$ cat src/rtl/fifo_pkg.sv
// Shared FIFO helpers: Gray/binary conversion and the default address width.
// Both conversions work on 32-bit values; callers zero-extend and then truncate to their own width.
package fifo_pkg;

  localparam int AWIDTH_DEF = 9;

  function automatic logic [31:0] bin2gray(input logic [31:0] b);
    return b ^ (b >> 1);
  endfunction

  function automatic logic [31:0] gray2bin(input logic [31:0] g);
    logic [31:0] b;
    b[31] = g[31];
    for (int i = 30; i >= 0; i--) begin
      b[i] = b[i + 1] ^ g[i];
    end
    return b;
  endfunction

endpackage

$ cat src/rtl/sync_2ff.sv
// Two-flop synchroniser for a Gray-coded pointer crossing into the local clock domain.
module sync_2ff #(
  parameter int WIDTH = 1
) (
  input  logic             clk,
  input  logic             arst_n,
  input  logic [WIDTH-1:0] d,
  output logic [WIDTH-1:0] q
);

  logic [WIDTH-1:0] meta;

  always_ff @(posedge clk or negedge arst_n) begin
    if (!arst_n) begin
      meta <= '0;
      q    <= '0;
    end else begin
      meta <= d;
      q    <= meta;
    end
  end

endmodule

$ cat src/rtl/fifo_wr_ctrl.sv
// Async FIFO write-side controller: pointer, full/overflow flags, optional occupancy.
// Define FIFO_WR_LEVEL_EN to build the wlevel / walmost_full logic; otherwise both are tied to 0.
module fifo_wr_ctrl
  import fifo_pkg::*;
#(
  parameter int AWIDTH    = AWIDTH_DEF,
  parameter int AF_THRESH = 2**AWIDTH - 4
) (
  input  logic              wclk,
  input  logic              arst_n,
  input  logic              wreq,
  output logic              wen,
  output logic [AWIDTH-1:0] waddr,
  output logic [AWIDTH:0]   wptr_gray,
  input  logic [AWIDTH:0]   rptr_gray,
  output logic              wfull,
  output logic              walmost_full,
  output logic [AWIDTH:0]   wlevel,
  output logic              wovf,
  input  logic              ovf_clr
);

  localparam int PW = AWIDTH + 1;

  logic [AWIDTH:0] wbin;
  logic [AWIDTH:0] wbin_next;
  logic [AWIDTH:0] wgray_next;
  logic [AWIDTH:0] rsync;
  logic [AWIDTH:0] rsync_full;

  sync_2ff #(.WIDTH(PW)) u_rptr_sync (
    .clk    (wclk),
    .arst_n (arst_n),
    .d      (rptr_gray),
    .q      (rsync)
  );

  // Gating with arst_n keeps the RAM write port quiet while reset is held.
  assign wen        = wreq & ~wfull & arst_n;
  assign waddr      = wbin[AWIDTH-1:0];
  assign wbin_next  = wbin + {{AWIDTH{1'b0}}, wen};
  assign wgray_next = PW'(bin2gray(32'(wbin_next)));
  // Full when the write pointer is one lap ahead: top two Gray bits inverted, rest equal.
  assign rsync_full = {~rsync[AWIDTH:AWIDTH-1], rsync[AWIDTH-2:0]};

  always_ff @(posedge wclk or negedge arst_n) begin
    if (!arst_n) begin
      wbin      <= '0;
      wptr_gray <= '0;
      wfull     <= 1'b0;
      wovf      <= 1'b0;
    end else begin
      wbin      <= wbin_next;
      wptr_gray <= wgray_next;
      wfull     <= (wgray_next == rsync_full);
      wovf      <= (wreq & wfull) | (wovf & ~ovf_clr);
    end
  end

`ifdef FIFO_WR_LEVEL_EN
  localparam logic [31:0] AF_U = 32'(AF_THRESH);

  logic [AWIDTH:0] rbin;
  logic [AWIDTH:0] level_next;

  assign rbin       = PW'(gray2bin(32'(rsync)));
  assign level_next = wbin_next - rbin;

  always_ff @(posedge wclk or negedge arst_n) begin
    if (!arst_n) begin
      wlevel       <= '0;
      walmost_full <= 1'b0;
    end else begin
      wlevel       <= level_next;
      walmost_full <= (32'(level_next) >= AF_U);
    end
  end
`else
  assign wlevel       = '0;
  assign walmost_full = 1'b0;
`endif

endmodule

$ cat config.mk
export PLATFORM = sky130hd
export DESIGN_NAME = fifo_wr_ctrl
export DESIGN_NICKNAME = d
export VERILOG_FILES = /design/src/rtl/fifo_pkg.sv /design/src/rtl/sync_2ff.sv /design/src/rtl/fifo_wr_ctrl.sv
export SDC_FILE = /design/constraint.sdc
export NUM_CORES = 1
export LEC_CHECK = 0
export CORE_MARGIN = 2
export CORE_UTILIZATION = 45
export CTS_BUF_LIST = sky130_fd_sc_hd__clkbuf_4 sky130_fd_sc_hd__clkbuf_8 sky130_fd_sc_hd__clkbuf_16
export DETAILED_ROUTE_END_ITERATION = 16
export GPL_ROUTABILITY_DRIVEN = 0
export PLACE_DENSITY = 0.74
export SLEW_MARGIN = 20
export SYNTH_ARGS = -nofsm -noshare
export SYNTH_HDL_FRONTEND = slang
export SYNTH_SLANG_ARGS = --single-unit
$ cat constraint.sdc
create_clock -name wclk -period 6.3 [get_ports wclk]
set_input_delay 0.63 -clock wclk [delete_from_list [all_inputs] [get_ports wclk]]
set_output_delay 0.63 -clock wclk [all_outputs]
set_load 0.01 [all_outputs]
== After elaboration in Yosys (flattened, before gate mapping) ==
Index checks and enable logic that the tools add are counted.

* Bits of input ports: 14
* Word-level logic and storage cells: 17
* Register bits: 42
* Output and inout bits: 33

* Bitwise operators: 9
* Add/sub/neg operators: 1
* Eq/ne operators: 1

{| class="wikitable"
|+ Operators by type and width
! operator !! count
|-
| $add 10x1->10 || 1
|-
| $eq 10x10->1 || 1
|-
| $xor 10x9->10 || 1
|-
| $and 1x1->1 || 4
|-
| $not 1->1 || 2
|-
| $not 2->2 || 1
|-
| $or 1x1->1 || 1
|}

== Longest topological paths before layout ==
* Word-level depth: 6
* Mapped depth: 10
* Gate-level depth less buffers: 9

== Modules after synthesis ==
A second synthesis with hierarchy kept.

* Cell total of the unflattened synthesis: 170
* Area total of the unflattened synthesis: 1,923.1 um^2

{| class="wikitable"
|+ By module, submodules not included
! module !! times used !! cells an instance !! sequential area each (um^2) !! area each (um^2)
|-
| fifo_wr_ctrl || 1 || 150 || 525.5 || 1,422.6
|-
| sync_2ff || 1 || 20 || 500.5 || 500.5
|}

== Worst setup path before layout ==
No wires, ideal clock.

* Path type: input to register
* From: in wreq
* To: reg wfull
* Library setup time: 0.096 ns
* Cell stages on the path: 9
* Data required time: 6.204 ns
* Setup slack: 3.560 ns
* Path buffers: 1
* Arrival time: 2.645 ns
* Cells stage by stage: and3b_1 ha_1 ha_1 buf_2 nand3_2 a32oi_4 xnor2_1 a221o_1 nor4_2

* Cells in the longest elaborated chain, start to end: 5

{| class="wikitable"
|+ Ends and longest elaborated chain
! what !! line !! source
|-
| start, declared || fifo_wr_ctrl.sv:11 || <nowiki>input logic wreq,</nowiki>
|-
| $and 1x1->1 (2 in a row) || fifo_wr_ctrl.sv:39 || <nowiki>assign wen = wreq & ~wfull & arst_n;</nowiki>
|-
| $add 10x1->10 || fifo_wr_ctrl.sv:41 || <nowiki>assign wbin_next = wbin + {{AWIDTH{1'b0}}, wen};</nowiki>
|-
| $xor 10x9->10 || fifo_pkg.sv:8 || <nowiki>return b ^ (b >> 1);</nowiki>
|-
| $eq 10x10->1 || fifo_wr_ctrl.sv:55 || <nowiki>wfull <= (wgray_next == rsync_full);</nowiki>
|-
| end signal, assigned || fifo_wr_ctrl.sv:55 ||
|-
| end, declared || fifo_wr_ctrl.sv:16 || <nowiki>output logic wfull,</nowiki>
|}

No other way between the ends.

== Worst setup path in the final report ==
* From: in arst_n
* To: reg wfull

* Cells in the longest elaborated chain, start to end: 4

{| class="wikitable"
|+ Ends and longest elaborated chain
! what !! line !! source
|-
| start, declared || fifo_wr_ctrl.sv:10 || <nowiki>input logic arst_n,</nowiki>
|-
| $and 1x1->1 || fifo_wr_ctrl.sv:39 ||
|-
| $add 10x1->10 || fifo_wr_ctrl.sv:41 ||
|-
| $xor 10x9->10 || fifo_pkg.sv:8 ||
|-
| $eq 10x10->1 || fifo_wr_ctrl.sv:55 ||
|}

No other way between the ends.

==> out/results.ini <==
[synthesis]
yosysUniqueCellTypes = 37
netlist_area_mm2 = 0.00186
ys_seq_area_frac = 0.552
synthTopCellsByArea = dfrtp_1 (55%), xnor2_1 (6.6%), xor2_1 (5.7%), buf_4 (5.2%), xnor3_1 (2.4%)
syn_area_per_cell_um2 = 12.3
syn_inst = 151
synth_top_area_share = 0.552
yosysMostFrequentCell = dfrtp_1
yosys-top-cells-count = dfrtp_1 (41), xnor2_1 (14), buf_4 (13)
synth_ff_type = dfrtp_1
synth_edf_count = 0
yosysWarnings = 0
async_reset_ff_frac = 1.00
post-synth-top-area-cell = dfrtp_1
ys_seq_elements = 41

[global_route]
met1_usage = 0.193
gr-usage-all-layers = 0.160
grt_pass1_wl_um = 5290
antenna_found_initial = 0
grt_max_degree = 43
grt_busiest_layer = met2
overflow = 0
gr-usage-met2 = 0.263
grt_pass1_vias = 1137
use_met3 = 0.0493

[setup_path]
critPathArrivalTime_ps = 3800
critPathRequiredTime_ps = 6500
cp_max_fo = 42
path_class = input port to register
crit_slowest_cell = buf_2
start_kind = input port
crit_top_cell = ha_1
critPathCaptureType = register
cp_cell_sequence = buf_2 -> and3b_1 -> ha_1 -> ha_1 -> nand2_1 -> mux2i_1 -> a32oi_4 -> xnor2_1 -> a221o_1 -> nor4_2
crit_family = adder cells
worst_path_largest_cell_delay_ps = 650
path_buf_inv = 1

[drt]
drc = 0
ant_nets = 0
vias = 1177
dr.pass1.iters = 4
wirelength_um = 3190
drt-initial-drc-count = 29
vias_per_cell = 4.99
wl_per_cell_um = 13.5

[placement]
portBuffers = 35
place_area_mm2 = 0.00219
dp_hpwl_um = 2330

[cts]
cts-root-buf = clkbuf_8
tritoncts = yes
htreeDepth = 2
cts_resized = 0
post-cts-setup-buffers = 0
clk_latency_ps = 290
path_clk_slew_ps = 80
cts.sinks = 41
numCtsBuffers = 5
clock_path_buffers = 2
hold_buffers = 0

[power]
p_int_uw = 576
cellLeakagePower_uw = 0.00103
power.share.combinational = 0.325
worst_ir_drop_vdd_v = 0.000198
seqPwrFrac = 0.431
clkPwrFrac = 0.243
p_per_area_mw_per_mm2 = 371
switching_share = 0.326
switchingPower_uw = 278

[hold_path]
min_path_type = register to register

[timing]
setup_violations = 0
worst_slew_pin_slew_ps = 853
rsz0062_at_grt = no
finalCritPeriodShare = 0.571
finalWorstPathRequiredPeriod_ps = 3600
setup_tns_ps = 0
slew_viol_final = 0
final_hold_viol_count = 0
hold_ws_ps = 353
fmax_ghz = 0.278
fin_skew_ps = 5.70
max_slew_margin = 0.431

[die]
fp.dieW_um = 68.3
dieArea_mm2 = 0.00466
initial_core_util = 0.465
row_count = 23
die_h_um = 68.3
ios = 47
core_area_mm2 = 0.00400

[layout]
diodes = 0
fin_nets = 201
fin_area_mm2 = 0.00230
drive_gt1_frac = 0.0806
syn2layout_area_growth_pct = 23.8
nFillCells = 334

[flow_run]
drv_cap = 0

[run_status]
status = completed

## power groups by stage
stage               clock, uW  sequential, uW  combinational, uW
floorplan                   0             354                190
global placement            0             368                273
detailed placement          0             372                278
CTS                       213             367                281
global route              228             376                302
finish                    208             368                278
## registers in the layout, summed over array words and instances (netlist names)
name	cells
wptr_gray	9
wfull	1
u_rptr_sync.q	10
u_rptr_sync.meta	10
wovf	1
wbin	10
## path summary, 6_finish.rpt
path                                startpoint                to  slack (ps)  depth (start not counted)
setup / recovery                        arst_n             wfull        2700                         10
hold / removal             u_rptr_sync.meta[0]  u_rptr_sync.q[0]         350                          0
setup reg to reg                         wfull             wfull        3370                          9
hold reg to reg            u_rptr_sync.meta[0]  u_rptr_sync.q[0]         350                          0
max in group asynchronous               arst_n      wptr_gray[5]        5330                          1
min in group asynchronous               arst_n  u_rptr_sync.q[0]         440                          1
## placed cells by master, fill, tap and decap left out, types with 3 or more instances in the layout
cell,instances
a21oi_1,4
clkbuf_8,5
clkdlybuf4s50_1,34
conb_1,11
dfrtp_1,41
inv_1,9
nand2_1,8
nand3_1,5
nand4_1,3
nor2_1,5
xnor2_1,14
xor2_1,12
## worst register-to-register path, stage by stage, from the launching register on
cell	delay, ps
dfrtp_1	390
and3b_1	240
ha_1	380
ha_1	550
nand2_1	100
mux2i_1	240
a32oi_4	170
xnor2_1	170
a221o_1	370
nor4_2	240
## area by class of cell
| cell class | count | area (um^2) | area share |
|---|---|---|---|
| Multi-Input combinational cell | 93 | 718 | 0.312 |
| Sequential cell | 41 | 1030 | 0.446 |
| Inverter | 9 | 33.8 | 0.0147 |
| Clock inverter | 3 | 46.3 | 0.0201 |
| Timing Repair Buffer | 35 | 345 | 0.150 |
| Clock buffer | 5 | 68.8 | 0.0299 |
| Tap cell | 50 | 62.6 | 0.0272 |
## cells by family after synthesis
logic type | Yosys count | share of synthesized area
AOI/OAI and AO/OA | 19 | 0.0828
xor gates and xnor gates | 29 | 0.159
adders and majority gates | 2 | 0.0135
buffers and inverters | 27 | 0.0821
DFF | 41 | 0.552
muxes | 2 | 0.0108
other | 1 | 0.00202
and+or+nand+nor | 30 | 0.0976
## through the flow
stage | power [uW] | worst slack (ps) | util | std cells
6_report | 854 | 2700 | 0.575 | 236
5_1_grt | 905 | 2390 | 0.575 | 236
4_1_cts | 861 | 2640 | 0.575 | 236
3_5_place_dp | 650 | 2320 | 0.546 | 228
3_3_place_gp | 641 | 2560 | 0.546 | 228
2_1_floorplan | 544 | 3560 | - | 161
## metal layers
metal  vias to the layer above  routed length, um  part of all wire
met5                         -                  0                 0
li1                        556                  -                 -
met4                         0                 56             0.018
met2                        41               1610              0.51
met3                         6                154             0.048
met1                       574               1360              0.43
No activity file was read; power rests on OpenSTA's default activity.
==> variant 1, RTL diff (config.mk and constraints unchanged) <==
Add a define of `FIFO_WR_LEVEL_EN`.
--- a/src/rtl/fifo_wr_ctrl.sv
+++ b/src/rtl/fifo_wr_ctrl.sv
@@ -1,5 +1,7 @@
 // Async FIFO write-side controller: pointer, full/overflow flags, optional occupancy.
 // Define FIFO_WR_LEVEL_EN to build the wlevel / walmost_full logic; otherwise both are tied to 0.
+`define FIFO_WR_LEVEL_EN
+
 module fifo_wr_ctrl
   import fifo_pkg::*;
 #(
Behaviour: not the same (a bounded check fails within 4 cycles, from zero or initial values and one cycle with arst_n low).
==> variant 1 against the unedited design <==
Power is 50% higher; fmax shrank 5.4%; synthesized area grew 25%; non-clock buffer count is 12 higher; utilization increased by 1.5 points; sequential cell count increased by 11; final area grew 29%; worst setup slack got worse by 0.21 ns; routed wire length increased by 16%; critical endpoint is now walmost_full$_DFF_PN0_.
==> variant 1: results (changes against the unedited design) <==
[outcome]
outcome=finished, final reports clean

[synthesis]
synth_commonest_cells=dfrtp_1, xor2_1, xnor2_1
synth_seq_cells=52  ; +27%
ys_types=34  ; -8.1%
yosysSeqAreaShare_pct=55.8  ; +0.61 points
syn_inst=184  ; +22%
yosys_warnings=0  ; unchanged
netlist_top_cells_area=dfrtp_1, xor2_1, xnor2_1, ha_1, inv_1

[finish]
multi_input_cells=116  ; +25%
clkCellAreaFrac_pct=3.87  ; -1.1 points
multi_input_area_um2=960  ; +34%
final-nonclk-buf-share_pct=15.6  ; +0.55 points
buffers=47  ; +34%
regArea_mm2=0.00130  ; +27%
inv_count=13  ; +4
n_fill_cell=420  ; +26%
nNetsFinal=261  ; +30%
drive_gt1_share_pct=7.20  ; -0.86 points

[drt]
wire_per_inst_um=12.1  ; -11%
vias=1398  ; +19%
dr.pass1.iters=5  ; +1
drt_first_iter_violations=86  ; +200%
wl_met3_um=202  ; +31%
wl_met1_um=1840  ; +35%
route.met2.wl_um=1560  ; -3.2%

[worst_hold_path]
worstHoldStart=u_rptr_sync.meta[9]$_DFF_PN0_
min_path_cells=0  ; unchanged
hold_end=u_rptr_sync.q[9]$_DFF_PN0_

[setup_path]
regToRegSetupSlack_ns=2.63  ; -0.74 ns
r2r-start=u_rptr_sync.q[9]$_DFF_PN0_
r2r_end=walmost_full$_DFF_PN0_
arrival_ns=4.01  ; +0.21 ns
cp_max_fo=53  ; +26%
slowest_stage=buf_4
ff2ff_path_depth=14  ; +5

[placement]
io_buffers=46  ; +31%
dp_hpwl_um=2720  ; +16%
place_area_mm2=0.00286  ; +31%

[power_and_ir_drop]
p_leak_nw=1.35  ; +31%
p_seq_mw=0.456  ; +24%
clockPowerShare_pct=17.8  ; -6.5 points

[grt]
grt.total_usage_pct=14.0  ; -2.0 points
use_met2_pct=19.7  ; -6.6 points
grt_pass1_vias=1317  ; +16%
met1_usage_pct=20.1  ; +0.80 points
grt_max_degree=54  ; +26%
grt_pass1_wl_um=6250  ; +18%
grt_use_met3_pct=4.27  ; -0.67 points

[timing]
drv_slew=0  ; unchanged
slew_headroom_pct=58.3  ; +15 points
clock_skew_ns=0.00259  ; -0.00311 ns

[cts]
cts_setup_buffers=0  ; unchanged
cts_max_path_buffers=2  ; unchanged
clk-insertion-delay-late_ns=0.31  ; +0.02 ns

## variant 1: cell types whose count changed after synthesis, moves of 3 or more
| cell | change |
|---|---|
| nand4_1 | -3 |
| inv_1 | +4 |
| xor2_1 | +16 |
| dfrtp_1 | +11 |
| nor2b_1 | +3 |
| or3_1 | +3 |
| nand2_1 | -4 |
| buf_4 | -12 |
| nor2_1 | +4 |
| o21ai_0 | +3 |
| o21a_1 | +3 |
| ha_1 | +9 |
## variant 1: per-stage QoR
stage	hold WS [ns]	worst slack (ns)	std cells	total power, mW	util, %
after CTS	0.356	2.44	306	1.29	59.0
after floorplan	0.331	3.06	184	0.837	-
after global placement	0.331	2.26	298	1.05	56.7
after detailed placement	0.335	2.12	298	1.06	56.7
final	0.354	2.50	306	1.28	59.0
after global routing	0.362	2.06	306	1.38	59.0
## variant 1: critical path: cells and delay by family
kind / cells / cell delay (ns)
fa+ha+maj: 2 / 0.54
xor+xnor: 2 / 0.55
buf+inv: 3 / 0.71
compound gates: 4 / 0.75
simple gates: 5 / 0.80
## variant 1: worst max path at each step
stage / start / endpoint / slack, ns / depth (start not counted)
3_5_place_dp: arst_n / walmost_full$_DFF_PN0_ / 2.12 / 16
3_3_place_gp: arst_n / walmost_full$_DFF_PN0_ / 2.26 / 16
6_report: arst_n / walmost_full$_DFF_PN0_ / 2.50 / 16
5_1_grt: arst_n / walmost_full$_DFF_PN0_ / 2.06 / 16
2_1_floorplan: arst_n / walmost_full$_DFF_PN0_ / 3.06 / 14
4_1_cts: arst_n / walmost_full$_DFF_PN0_ / 2.44 / 16
## variant 1: kinds of logic after synthesis
logic type	synth area share, %
adders and majority gates	6.76
DFF	55.8
AOI/OAI and AO/OA	5.90
and+or+nand+nor	8.42
buffers and inverters	3.06
muxes	0.483
xor gates and xnor gates	19.6
==> variant 2, RTL diff (config.mk and constraints unchanged) <==
Without the edit above. Register the output `wovf` once more, with the module's reset; this adds one clock of latency there. The other outputs are not delayed to match.
--- a/src/rtl/fifo_wr_ctrl.sv
+++ b/src/rtl/fifo_wr_ctrl.sv
@@ -21,6 +21,8 @@
 );
 
   localparam int PW = AWIDTH + 1;
+
+  logic wovf_s0;
 
   logic [AWIDTH:0] wbin;
   logic [AWIDTH:0] wbin_next;
@@ -48,12 +50,12 @@
       wbin      <= '0;
       wptr_gray <= '0;
       wfull     <= 1'b0;
-      wovf      <= 1'b0;
+      wovf_s0   <= 1'b0;
     end else begin
       wbin      <= wbin_next;
       wptr_gray <= wgray_next;
       wfull     <= (wgray_next == rsync_full);
-      wovf      <= (wreq & wfull) | (wovf & ~ovf_clr);
+      wovf_s0   <= (wreq & wfull) | (wovf_s0 & ~ovf_clr);
     end
   end
 
@@ -80,5 +82,13 @@
   assign walmost_full = 1'b0;
 `endif
 
+  always_ff @(posedge wclk or negedge arst_n) begin
+    if (!arst_n) begin
+      wovf <= '0;
+    end else begin
+      wovf <= wovf_s0;
+    end
+  end
+
 endmodule
 
Formal check against the unedited RTL: not equivalent (Yosys sat finds a counterexample within 10 cycles, from zero or initial values and one cycle with arst_n low).
==> variant 2 against the unedited design <==
Routed wire length increased by 0.75%; sequential cell count increased by 1; critical path type unchanged; fmax increased by 4.2%; worst setup slack improved by 0.14 ns; synthesized area increased by 1.3%; power increased by 0.65%; final area increased by 1.4%; largest power group unchanged; largest cell class unchanged; synthesized cell count increased by 0.66%.
==> variant 2: results (changes against the unedited design) <==
[outcome]
outcome=finished, final reports clean

[cts]
cts_setup_buffers=0  ; unchanged
clkSinkCount=42  ; +2.4%
cts_made_buffers=5  ; unchanged
cts_max_path_buffers=2  ; unchanged

[grt]
met1_usage_pct=19.1  ; -0.23 points
grt_pass1_wl_um=5290  ; +0.13%
grt_use_met3_pct=4.71  ; -0.23 points
grt_max_degree=44  ; +2.3%
use_met2_pct=25.4  ; -0.97 points
grt.total_usage_pct=15.7  ; -0.27 points

[setup_path]
slowest_delay_ns=0.56  ; -0.09 ns
regToRegSetupSlack_ns=3.30  ; -0.07 ns
cp_max_fo=43  ; +2.4%
slowest_stage=ha_1
arrival_ns=3.65  ; -0.15 ns

[synthesis]
yosys_warnings=0  ; unchanged
yosysSeqAreaShare_pct=55.8  ; +0.60 points
netlist_top_cells_area=dfrtp_1, xnor2_1, xor2_1, buf_4, xnor3_1
synth_commonest_cells=dfrtp_1, xnor2_1, buf_4
syn_inst=152  ; +0.66%

[placement]
dp_cells=230  ; +0.88%
dp_hpwl_um=2380  ; +1.9%
pre_cts_slack_ns=2.49  ; +0.168 ns
place_area_mm2=0.00222  ; +1.5%

[worst_hold_path]
hold_end=u_rptr_sync.q[1]$_DFF_PN0_
min_path_cells=0  ; unchanged
worstHoldStart=u_rptr_sync.meta[1]$_DFF_PN0_

[timing]
worstMarginPinSlew_ns=0.518  ; -0.335 ns
whs_ns=0.354  ; +0.000658 ns
clock_skew_ns=0.00489  ; -0.000810 ns

[finish]
drive_gt1_share_pct=8.51  ; +0.45 points
nNetsFinal=203  ; +1.0%
final_cells=238  ; +0.85%

[drt]
vias=1209  ; +2.7%
drt_wl_total_um=3210  ; +0.75%
drt_first_iter_violations=37  ; +28%

[power_and_ir_drop]
p_leak_nw=1.04  ; +1.9%
p_int_mw=0.586  ; +1.9%
irDropWorstVdd_uv=220  ; +11%

variant 2: changes by cell type after synthesis, sizes merged:
cell   change
dfrtp      +1
variant 2: per-layer routing:
layer  wire length [um]  share of wire (%)
met4                 81                2.5
met2               1630                 51
met3                216                6.7
met1               1280                 40
met5                  0                  0
variant 2: area by class of cell:
type | count | area [um2]
tap | 50 | 62.6
timing repair buffer | 36 | 353
clock buffer | 6 | 76.3
clock inverter | 2 | 37.5
sequential | 42 | 1050
multi-input combinational | 93 | 718
inverter | 9 | 33.8
fill | 318 | 1700
variant 2: cells by family (layout without fill, tap and decap cells):
family                     count (synthesis)  in the layout  synth area share [%]
xor gates and xnor gates                  29             29                  15.7
buffers and inverters                     27             53                  8.10
adders and majority gates                  2              2                  1.33
AOI/OAI and AO/OA                         19             19                  8.17
and+or+nand+nor                           30             30                  9.63
other                                      1             11                 0.199
DFF                                       42             42                  55.8
muxes                                      2              2                  1.06
variant 2: power by group through the flow:
stage	registers [mW]	clock network, mW	logic, mW
detailed placement	0.379	0	0.279
floorplan	0.360	0	0.190
finish	0.374	0.209	0.276
global route	0.383	0.228	0.305
CTS	0.374	0.216	0.281
global placement	0.375	0	0.273
variant 2: worst max path at each step:
| stage | slack (ns) | endpoint | cells past startpoint | from |
|---|---|---|---|---|
| 3_3_place_gp | 2.74 | wfull$_DFF_PN0_ | 11 | arst_n |
| 6_report | 2.85 | wfull$_DFF_PN0_ | 11 | arst_n |
| 4_1_cts | 2.79 | wfull$_DFF_PN0_ | 10 | arst_n |
| 2_1_floorplan | 3.56 | wfull$_DFF_PN0_ | 9 | wreq |
| 5_1_grt | 2.52 | wfull$_DFF_PN0_ | 11 | arst_n |
| 3_5_place_dp | 2.49 | wfull$_DFF_PN0_ | 10 | arst_n |
variant 2: through the flow:
stage                     util [%]  power [mW]
after global placement        55.1       0.648
final                         57.9       0.859
after detailed placement      55.1       0.657
after CTS                     57.9       0.870
after global routing          57.9       0.916
after floorplan                  -       0.551
variant 2: worst reg2reg max path, stage by stage, from the launching register on:
cell     delay, ns
dfrtp_1       0.42
and3b_1       0.25
ha_1          0.37
ha_1          0.56
nand2_1       0.10
mux2i_1       0.24
a32oi_4       0.17
xnor2_1       0.17
a221o_1       0.37
nor4_2        0.26
